## src/rtl/pipe_hazard_ctrl.sv

```systemverilog
// pipe_hazard_ctrl
//   Hazard, stall and flush controller for the five-stage OTTER pipeline
//   (IF ID EX MEM WB). It drives the stage-register enables and setnull
//   (NOP insert) lines, the EX-stage operand forwarding selects, the
//   ID-stage write-bypass flags, the data-memory wait freeze with its
//   timeout, and the saturating stall/flush performance counters.
//
// Ports
//   clk, rst                      clock, synchronous active-high reset
//   id_valid, id_rs1/2, id_use_rs1/2   ID-stage instruction and operand use
//   ex_rs1/2, ex_rd, ex_regwrite, ex_memread, ex_branch_taken   EX stage
//   mem_rd, mem_regwrite          MEM-stage destination
//   wb_rd, wb_regwrite            WB-stage destination
//   dmem_req, dmem_ack            data-memory handshake
//   pc_en, ifid_en, idex_en, exmem_en    stage-register enables
//   ifid_null, idex_null, memwb_null     stage-register NOP insert
//   fwd_a, fwd_b                  00 regfile, 01 EX/MEM, 10 MEM/WB
//   id_byp_a, id_byp_b            ID operand takes WB write data
//   err_timeout                   sticky memory-timeout error
//   stall_cnt, flush_cnt          saturating performance counters
module pipe_hazard_ctrl #(
    parameter int CNT_W       = 16,
    parameter int TIMEOUT_W   = 8,
    parameter int MEM_TIMEOUT = 255
) (
    input  logic             clk,
    input  logic             rst,
    input  logic             id_valid,
    input  logic [4:0]       id_rs1,
    input  logic [4:0]       id_rs2,
    input  logic             id_use_rs1,
    input  logic             id_use_rs2,
    input  logic [4:0]       ex_rs1,
    input  logic [4:0]       ex_rs2,
    input  logic [4:0]       ex_rd,
    input  logic             ex_regwrite,
    input  logic             ex_memread,
    input  logic             ex_branch_taken,
    input  logic [4:0]       mem_rd,
    input  logic             mem_regwrite,
    input  logic [4:0]       wb_rd,
    input  logic             wb_regwrite,
    input  logic             dmem_req,
    input  logic             dmem_ack,
    output logic             pc_en,
    output logic             ifid_en,
    output logic             idex_en,
    output logic             exmem_en,
    output logic             ifid_null,
    output logic             idex_null,
    output logic             memwb_null,
    output logic [1:0]       fwd_a,
    output logic [1:0]       fwd_b,
    output logic             id_byp_a,
    output logic             id_byp_b,
    output logic             err_timeout,
    output logic [CNT_W-1:0] stall_cnt,
    output logic [CNT_W-1:0] flush_cnt
);

    typedef enum logic [1:0] {RUN, MEM_WAIT, ERROR} state_t;

    // Last wait_cnt value before the timeout fires.
    localparam logic [TIMEOUT_W-1:0] WAIT_LAST = TIMEOUT_W'(MEM_TIMEOUT - 1);

    state_t               state;
    logic [TIMEOUT_W-1:0] wait_cnt;
    logic                 frozen;
    logic                 flush;
    logic                 load_use;

    // Load-use detection keys on ex_memread alone: every load writes a
    // register, so ex_regwrite adds no information here.
    logic unused_ex_regwrite;
    assign unused_ex_regwrite = ex_regwrite;

    function automatic logic [CNT_W-1:0] sat_inc(input logic [CNT_W-1:0] v);
        return (v == '1) ? v : v + CNT_W'(1);
    endfunction

    // MEM result is younger than WB result, so it wins; x0 is never forwarded.
    function automatic logic [1:0] fwd_sel(input logic [4:0] rs,
                                           input logic [4:0] m_rd, input logic m_we,
                                           input logic [4:0] w_rd, input logic w_we);
        if (m_we && m_rd != 5'd0 && m_rd == rs)
            return 2'b01;
        else if (w_we && w_rd != 5'd0 && w_rd == rs)
            return 2'b10;
        else
            return 2'b00;
    endfunction

    function automatic logic byp_sel(input logic [4:0] rs,
                                     input logic [4:0] w_rd, input logic w_we);
        return w_we && w_rd != 5'd0 && w_rd == rs;
    endfunction

    always_comb begin
        frozen   = (state == ERROR)
                 || (state == RUN && dmem_req && !dmem_ack)
                 || (state == MEM_WAIT && !dmem_ack);
        flush    = !frozen && ex_branch_taken;
        load_use = !frozen && !ex_branch_taken && id_valid && ex_memread && ex_rd != 5'd0
                 && ((id_use_rs1 && id_rs1 == ex_rd) || (id_use_rs2 && id_rs2 == ex_rd));

        pc_en      = 1'b1;
        ifid_en    = 1'b1;
        idex_en    = 1'b1;
        exmem_en   = 1'b1;
        ifid_null  = 1'b0;
        idex_null  = 1'b0;
        memwb_null = 1'b0;

        if (rst) begin
            pc_en      = 1'b0;
            ifid_en    = 1'b0;
            idex_en    = 1'b0;
            exmem_en   = 1'b0;
            ifid_null  = 1'b1;
            idex_null  = 1'b1;
            memwb_null = 1'b1;
        end else if (frozen) begin
            // Hold everything up to MEM; bubble into WB so no write repeats.
            pc_en      = 1'b0;
            ifid_en    = 1'b0;
            idex_en    = 1'b0;
            exmem_en   = 1'b0;
            memwb_null = 1'b1;
        end else if (flush) begin
            ifid_null  = 1'b1;
            idex_null  = 1'b1;
        end else if (load_use) begin
            pc_en      = 1'b0;
            ifid_en    = 1'b0;
            idex_null  = 1'b1;
        end

        fwd_a    = rst ? 2'b00 : fwd_sel(ex_rs1, mem_rd, mem_regwrite, wb_rd, wb_regwrite);
        fwd_b    = rst ? 2'b00 : fwd_sel(ex_rs2, mem_rd, mem_regwrite, wb_rd, wb_regwrite);
        id_byp_a = !rst && byp_sel(id_rs1, wb_rd, wb_regwrite);
        id_byp_b = !rst && byp_sel(id_rs2, wb_rd, wb_regwrite);
    end

    always_ff @(posedge clk) begin
        if (rst) begin
            state       <= RUN;
            wait_cnt    <= '0;
            err_timeout <= 1'b0;
            stall_cnt   <= '0;
            flush_cnt   <= '0;
        end else begin
            if (!pc_en)
                stall_cnt <= sat_inc(stall_cnt);
            if (flush)
                flush_cnt <= sat_inc(flush_cnt);

            case (state)
                RUN: begin
                    if (dmem_req && !dmem_ack) begin
                        state    <= MEM_WAIT;
                        wait_cnt <= '0;
                    end
                end
                MEM_WAIT: begin
                    if (dmem_ack) begin
                        state <= RUN;
                    end else if (wait_cnt == WAIT_LAST) begin
                        state       <= ERROR;
                        err_timeout <= 1'b1;
                    end else begin
                        wait_cnt <= wait_cnt + TIMEOUT_W'(1);
                    end
                end
                ERROR: begin
                    err_timeout <= 1'b1;
                end
                default: begin
                    state <= RUN;
                end
            endcase
        end
    end

endmodule
```

## config.mk

```make
export PLATFORM = sky130hd
export DESIGN_NAME = pipe_hazard_ctrl
export DESIGN_NICKNAME = d
export VERILOG_FILES = /design/src/rtl/pipe_hazard_ctrl.sv
export SDC_FILE = /design/constraint.sdc
export NUM_CORES = 1
export LEC_CHECK = 0
export CAP_MARGIN = 20
export CORE_MARGIN = 5
export CORE_UTILIZATION = 50
export CTS_CLUSTER_SIZE = 25
export DETAILED_ROUTE_END_ITERATION = 7
export MAX_ROUTING_LAYER = met4
export PLACE_DENSITY = 0.87
export SYNTH_ARGS = -nofsm -noshare
export SYNTH_HDL_FRONTEND = slang
export SYNTH_SLANG_ARGS = --single-unit
```

## constraint.sdc

```tcl
create_clock -name clk -period 8.81 [get_ports clk]
set_input_delay 2.643 -clock clk [delete_from_list [all_inputs] [get_ports clk]]
set_output_delay 2.643 -clock clk [all_outputs]
set_load 0.03 [all_outputs]
```

# ---- Word level (Yosys, flattened, before mapping)
# Index checks and enable logic that the tools add are counted.
dict set report word_totals {
  ff_bits 43
  latch_bits 0
  mem_bits_rw 0
  mem_bits_ro 0
  input_bits 47
  out_inout_bits 46
  wordCells 102
  mem_count 0
}
dict set report op_classes {
  add_sub_neg 3
  multipliers 0
  div 0
  n_lt_le_gt_ge 0
  n_eq_ne 18
  shift 0
  n_mux 32
  n_bitwise 4
  reduce_logical 40
}
# operator count
set ops {}
lappend ops {{5-bit == test} 8}
lappend ops {{16-bit by 1-bit adder with 16-bit output, second input constant} 2}
lappend ops {{16-bit == test, second input constant} 2}
lappend ops {{8-bit 2-to-1 mux} 3}
lappend ops {{1-bit logical AND} 22}
lappend ops {{2-bit 2-to-1 mux} 9}
lappend ops {{1-bit 2-to-1 mux} 17}
lappend ops {{8-bit one-hot mux with 2 select lines} 1}
lappend ops {{5-bit nonzero test} 3}
lappend ops {{8-bit by 1-bit adder with 8-bit output, second input constant} 1}
lappend ops {{8-bit == test, second input constant} 1}
lappend ops {{2-bit one-hot mux with 3 select lines} 1}
lappend ops {{3-bit AND reduction} 2}
lappend ops {{1-bit logical NOT} 4}
lappend ops {{2-bit by 1-bit != test with 1-bit output, second input constant} 2}
lappend ops {{2-bit != test, second input constant} 2}
lappend ops {{1-bit NOT} 4}
lappend ops {{2-bit AND reduction} 2}
lappend ops {{4-bit AND reduction} 1}
lappend ops {{2-bit nonzero test} 2}
lappend ops {{1-bit logical OR} 3}
lappend ops {{3-bit by 2-bit != test with 1-bit output, second input constant} 1}
lappend ops {{2-bit by 1-bit == test with 1-bit output, second input constant} 1}
lappend ops {{2-bit == test, second input constant} 1}
lappend ops {{2 further kinds} 2}

# ---- Logic depth before layout (Yosys ltp)
dict set report logic_depth {
  depth_word 17
  depth_mapped 9
  depth_no_buf 8
}

# ---- Worst setup path before layout
# No wires, ideal clock.
dict set report synth_path {
  path_type {input port to output port}
  startpoint {in mem_rd[1]}
  endpoint {out fwd_a[1]}
  arrival_time_ps 4558
  required_time_ps 6167
  path_slack_ps 1609
  cell_stages 4
  path_buffers 0
  path_cell_list {or4_1 o21ai_0 nor3_1 nor4_1}
}
dict set report synth_via {
  elab_chain_len 5
  elab_cells_between_ends 6
  classes_between {eq/ne (1); mux (2); reduce/logical (3)}
}
# item line_no
set synth_rtl {}
lappend synth_rtl {{start, declared} 39} ;# input logic [4:0] mem_rd,
lappend synth_rtl {{5-bit nonzero test} 85} ;# if (m_we && m_rd != 5'd0 && m_rd == rs)
lappend synth_rtl {{1-bit logical AND} 85}
lappend synth_rtl {{1-bit logical AND (*)} 85}
lappend synth_rtl {{2-bit 2-to-1 mux (*)} 85}
lappend synth_rtl {{2-bit 2-to-1 mux (*)} 138} ;# fwd_a = rst ? 2'b00 : fwd_sel(ex_rs1, mem_rd, mem_regwrite, wb_rd, wb_regwrite);
lappend synth_rtl {{end, declared} 52} ;# output logic [1:0] fwd_a,
# Every way passes the cells marked *; elsewhere a longest branch is shown, timed or not.

# ---- Worst setup path after layout
dict set report layout_path {
  startpoint {in mem_rd[1]}
  endpoint {out fwd_b[1]}
}
dict set report layout_via {
  elab_chain_len 5
  elab_cells_between_ends 6
  classes_between {eq/ne (1); mux (2); reduce/logical (3)}
}
# item line_no
set layout_rtl {}
lappend layout_rtl {{5-bit nonzero test} 85}
lappend layout_rtl {{1-bit logical AND} 85}
lappend layout_rtl {{1-bit logical AND (*)} 85}
lappend layout_rtl {{2-bit 2-to-1 mux (*)} 85}
lappend layout_rtl {{2-bit 2-to-1 mux (*)} 139} ;# fwd_b = rst ? 2'b00 : fwd_sel(ex_rs2, mem_rd, mem_regwrite, wb_rd, wb_regwrite);
lappend layout_rtl {{end, declared} 53} ;# output logic [1:0] fwd_b,
# Marked as above.

==> impl_metrics.toml <==
[outcome]
status = "finished, final reports clean"

[placed_design]
port_buffers = 91
place.gp.congestion = 0.857
pre_cts_slack_ns = 0.927
place_area_um2 = 3690
placed_cells = 476
hpwl_mm = 5.46

[setup_path]
required_ns = 6.17
path_buf_inv = 2
slowest_delay_ns = 0.74
worstSetupPathType = "primary input to output port"
end_kind = "output port"
rr_startpoint = "stall_cnt[0]$_SDFFE_PP0P_"
critPathArrivalTime_ns = 5.31
rr_worst_depth = 6
worst_setup_path_start_kind = "primary input"
reg2reg_slack_ns = 6.41
path_max_fanout = 4
slowest_stage = "clkdlybuf4s50_1"
reg2reg_to = "stall_cnt[5]$_SDFFE_PP0P_"
cp_top_family = "buffers and inverters"
crit_chain = "clkdlybuf4s50_1 > or4_1 > o21ai_0 > nor3_1 > nor4_1 > clkdlybuf4s50_1"
timing.critical_path.mode_cell = "clkdlybuf4s50_1"

[synth]
yosysWarnings = 0
synthXorXnorAreaFrac_pct = 18.4
syn_inst = 329
synth.net_count = 380
avgSynthCellArea_um2 = 8.41
synth_compound_area_share_pct = 12.3
ys_async_sr_fraction_pct = 0
synth_fa_ha_area_share_pct = 1.81
synth_top_area_share_pct = 31.1
synth_edf_count = 0
ys_types = 50
synth_area_leaders = "dfxtp_1 31%, xnor2_1 10%, xor2_1 7.9%, nor2_1 4.7%, or4_1 4.1%"
synth-seq-area-share_pct = 31.1
yosys.area_share.simple_pct = 29.9
post-synth-top-area-cell = "dfxtp_1"
ys_ff_latch = 43
synthFlopType = "dfxtp_1"
syn_area_um2 = 2770
synth_top_family_by_area = "simple AND/OR/NAND/NOR gates"
synthMuxAreaShare_pct = 2.35

[floorplanning]
design.portCount = 93
core-area_um2 = 5440
dieArea_um2 = 7120
dieHeight_um = 84.4
initial_core_util_pct = 50.9
row_count = 27
die_x_um = 84.4

[cells_and_area]
fin_area_um2 = 3770
final_util_pct = 69.4
final_cell_mix = "91 x clkdlybuf4s50_1, 43 x dfxtp_1, 35 x nor2_1"
final_common_cell = "clkdlybuf4s50_1"
diodes = 0
syn_to_final_growth_pct = 36.5
layout-drive-gt1-share_pct = 6.80
final_cells = 484
final_nets = 462

[drt]
drc_errors = 0
wl_per_cell_um = 14.3
drtIter0Drc = 117
wl_mm = 6.90
vias = 2658
vias_per_cell = 5.49
ant_nets = 0
first_pass_iters = 4

[power_and_ir_drop]
power.switching_mw = 0.115
clockPowerShare_pct = 30.2
switching_share_pct = 28.0
power_mw = 0.411
leakagePower_nw = 1.24
pwr-share-seq_pct = 48.7
comb_power_share_pct = 21.1
p_int_mw = 0.296
ir_drop_v = 0.0000878
power_density_nw_per_um2 = 109

[clock_tree]
cts_tree = "done"
cts_sinks = 43
clk_pin_slew_ns = 0.08
postCtsHoldBufs = 0
clock_latency_ns = 0.30
post-cts-setup-buffer-count = 0
cts_made_buffers = 5
ctsResizeCount = 0
htree_levels = 2
cts_max_path_buffers = 2
cts_root_buf = "clkbuf_8"

[timing]
maxSlewViolCount = 0
layout_min_cycle_time_ns = 7.95
fin_skew_ns = 0.00564
timing.fmax_mhz = 126
fin_ws_ns = 0.857
worst_hold_slack_ns = 0.496
finalHoldViolCount = 0
rsz0062_at_grt = "no"
worstMarginPinSlew_ns = 0.789
slew-limit-headroom_pct = 47.4
setup_viol = 0
timing.final.crit_share_pct = 90.3
tns_ns = 0

[min_path]
hold_path.class = "flop to flop"
hold_depth = 2
whs_endpoint = "wait_cnt[5]$_SDFFE_PP0P_"
hp-start = "wait_cnt[5]$_SDFFE_PP0P_"

[global_route]
grt_max_degree = 45
grt_use_total_pct = 20.1
grt_pass1_vias = 2686
grt_first_pass_wirelength_mm = 11.9
grt_overflow = 0
grt_antenna_before_repair = 0

[run]
cap_violations = 0
[worst max path at each step]
stage | start | endpoint | slack [ns] | depth (start not counted)
6_report | mem_rd[1] | fwd_b[1] | 0.86 | 6
5_1_grt | mem_rd[1] | fwd_a[1] | 0.69 | 6
4_1_cts | mem_rd[1] | fwd_b[1] | 0.92 | 6
3_5_place_dp | mem_rd[1] | fwd_a[1] | 0.93 | 6
3_3_place_gp | mem_rd[1] | fwd_a[1] | 1.03 | 6
2_1_floorplan | mem_rd[1] | fwd_a[1] | 1.61 | 4
[tightest hold or removal path, delay by kind of cell (launching register included)]
family	cells	cell delay [ns]
AO/OA/AOI/OAI	2	0.13
flip-flops	1	0.32
[sequential cells by signal, indices dropped and copies added (netlist names)]
name / count
state: 2
stall_cnt: 16
wait_cnt: 8
err_timeout: 1
flush_cnt: 16
[synthesized netlist by cell type (2+ instances only)]
master / count
a21oi_1: 19
and2_1: 3
and3_1: 4
and4_1: 6
buf_1: 2
buf_2: 2
buf_4: 2
buf_6: 2
clkbuf_1: 10
dfxtp_1: 43
ha_1: 4
inv_1: 6
mux2_4: 3
mux2i_1: 2
nand2_1: 20
nand3_1: 22
nand4_1: 9
nor2_1: 35
nor2_2: 2
nor2b_1: 4
nor3_1: 3
nor3b_1: 2
nor4_1: 8
nor4_2: 2
o21ai_0: 4
o21ai_1: 2
o31ai_1: 10
or2_2: 3
or3_1: 4
or4_1: 15
xnor2_1: 33
xor2_1: 25
[power by group through the flow]
stage | Clock (mW) | Combinational (mW) | Sequential, mW
4_1_cts | 0.125 | 0.0871 | 0.200
3_5_place_dp | 0 | 0.0869 | 0.204
5_1_grt | 0.135 | 0.0938 | 0.200
2_1_floorplan | 0 | 0.0455 | 0.207
3_3_place_gp | 0 | 0.0844 | 0.204
6_report | 0.124 | 0.0866 | 0.200
[per-layer routing]
layer,share of wire [%],track usage [%],vias up
li1,-,-,1339
met1,44,24.0,1209
met2,47,34.1,102
met3,7.8,5.20,8
met4,1.1,4.46,0
met5,0,-,-
[kinds of logic after synthesis]
family          count (synthesis)
flops                          43
xor+xnor                       58
buf+inv                        24
simple gates                  147
compound gates                 48
mux                             5
fa+ha+maj                       4
[final cells by class]
type                    count  area (µm²)
fillers                   409        1660
clock buffers               6        72.6
inverters                   6        22.5
multi-input cells         262        1790
well taps                  72        90.1
flip-flops and latches     43         861
repair buffers             93         926
clock inverters             2        12.5
Note: power is estimated with default switching activity, not from simulation.
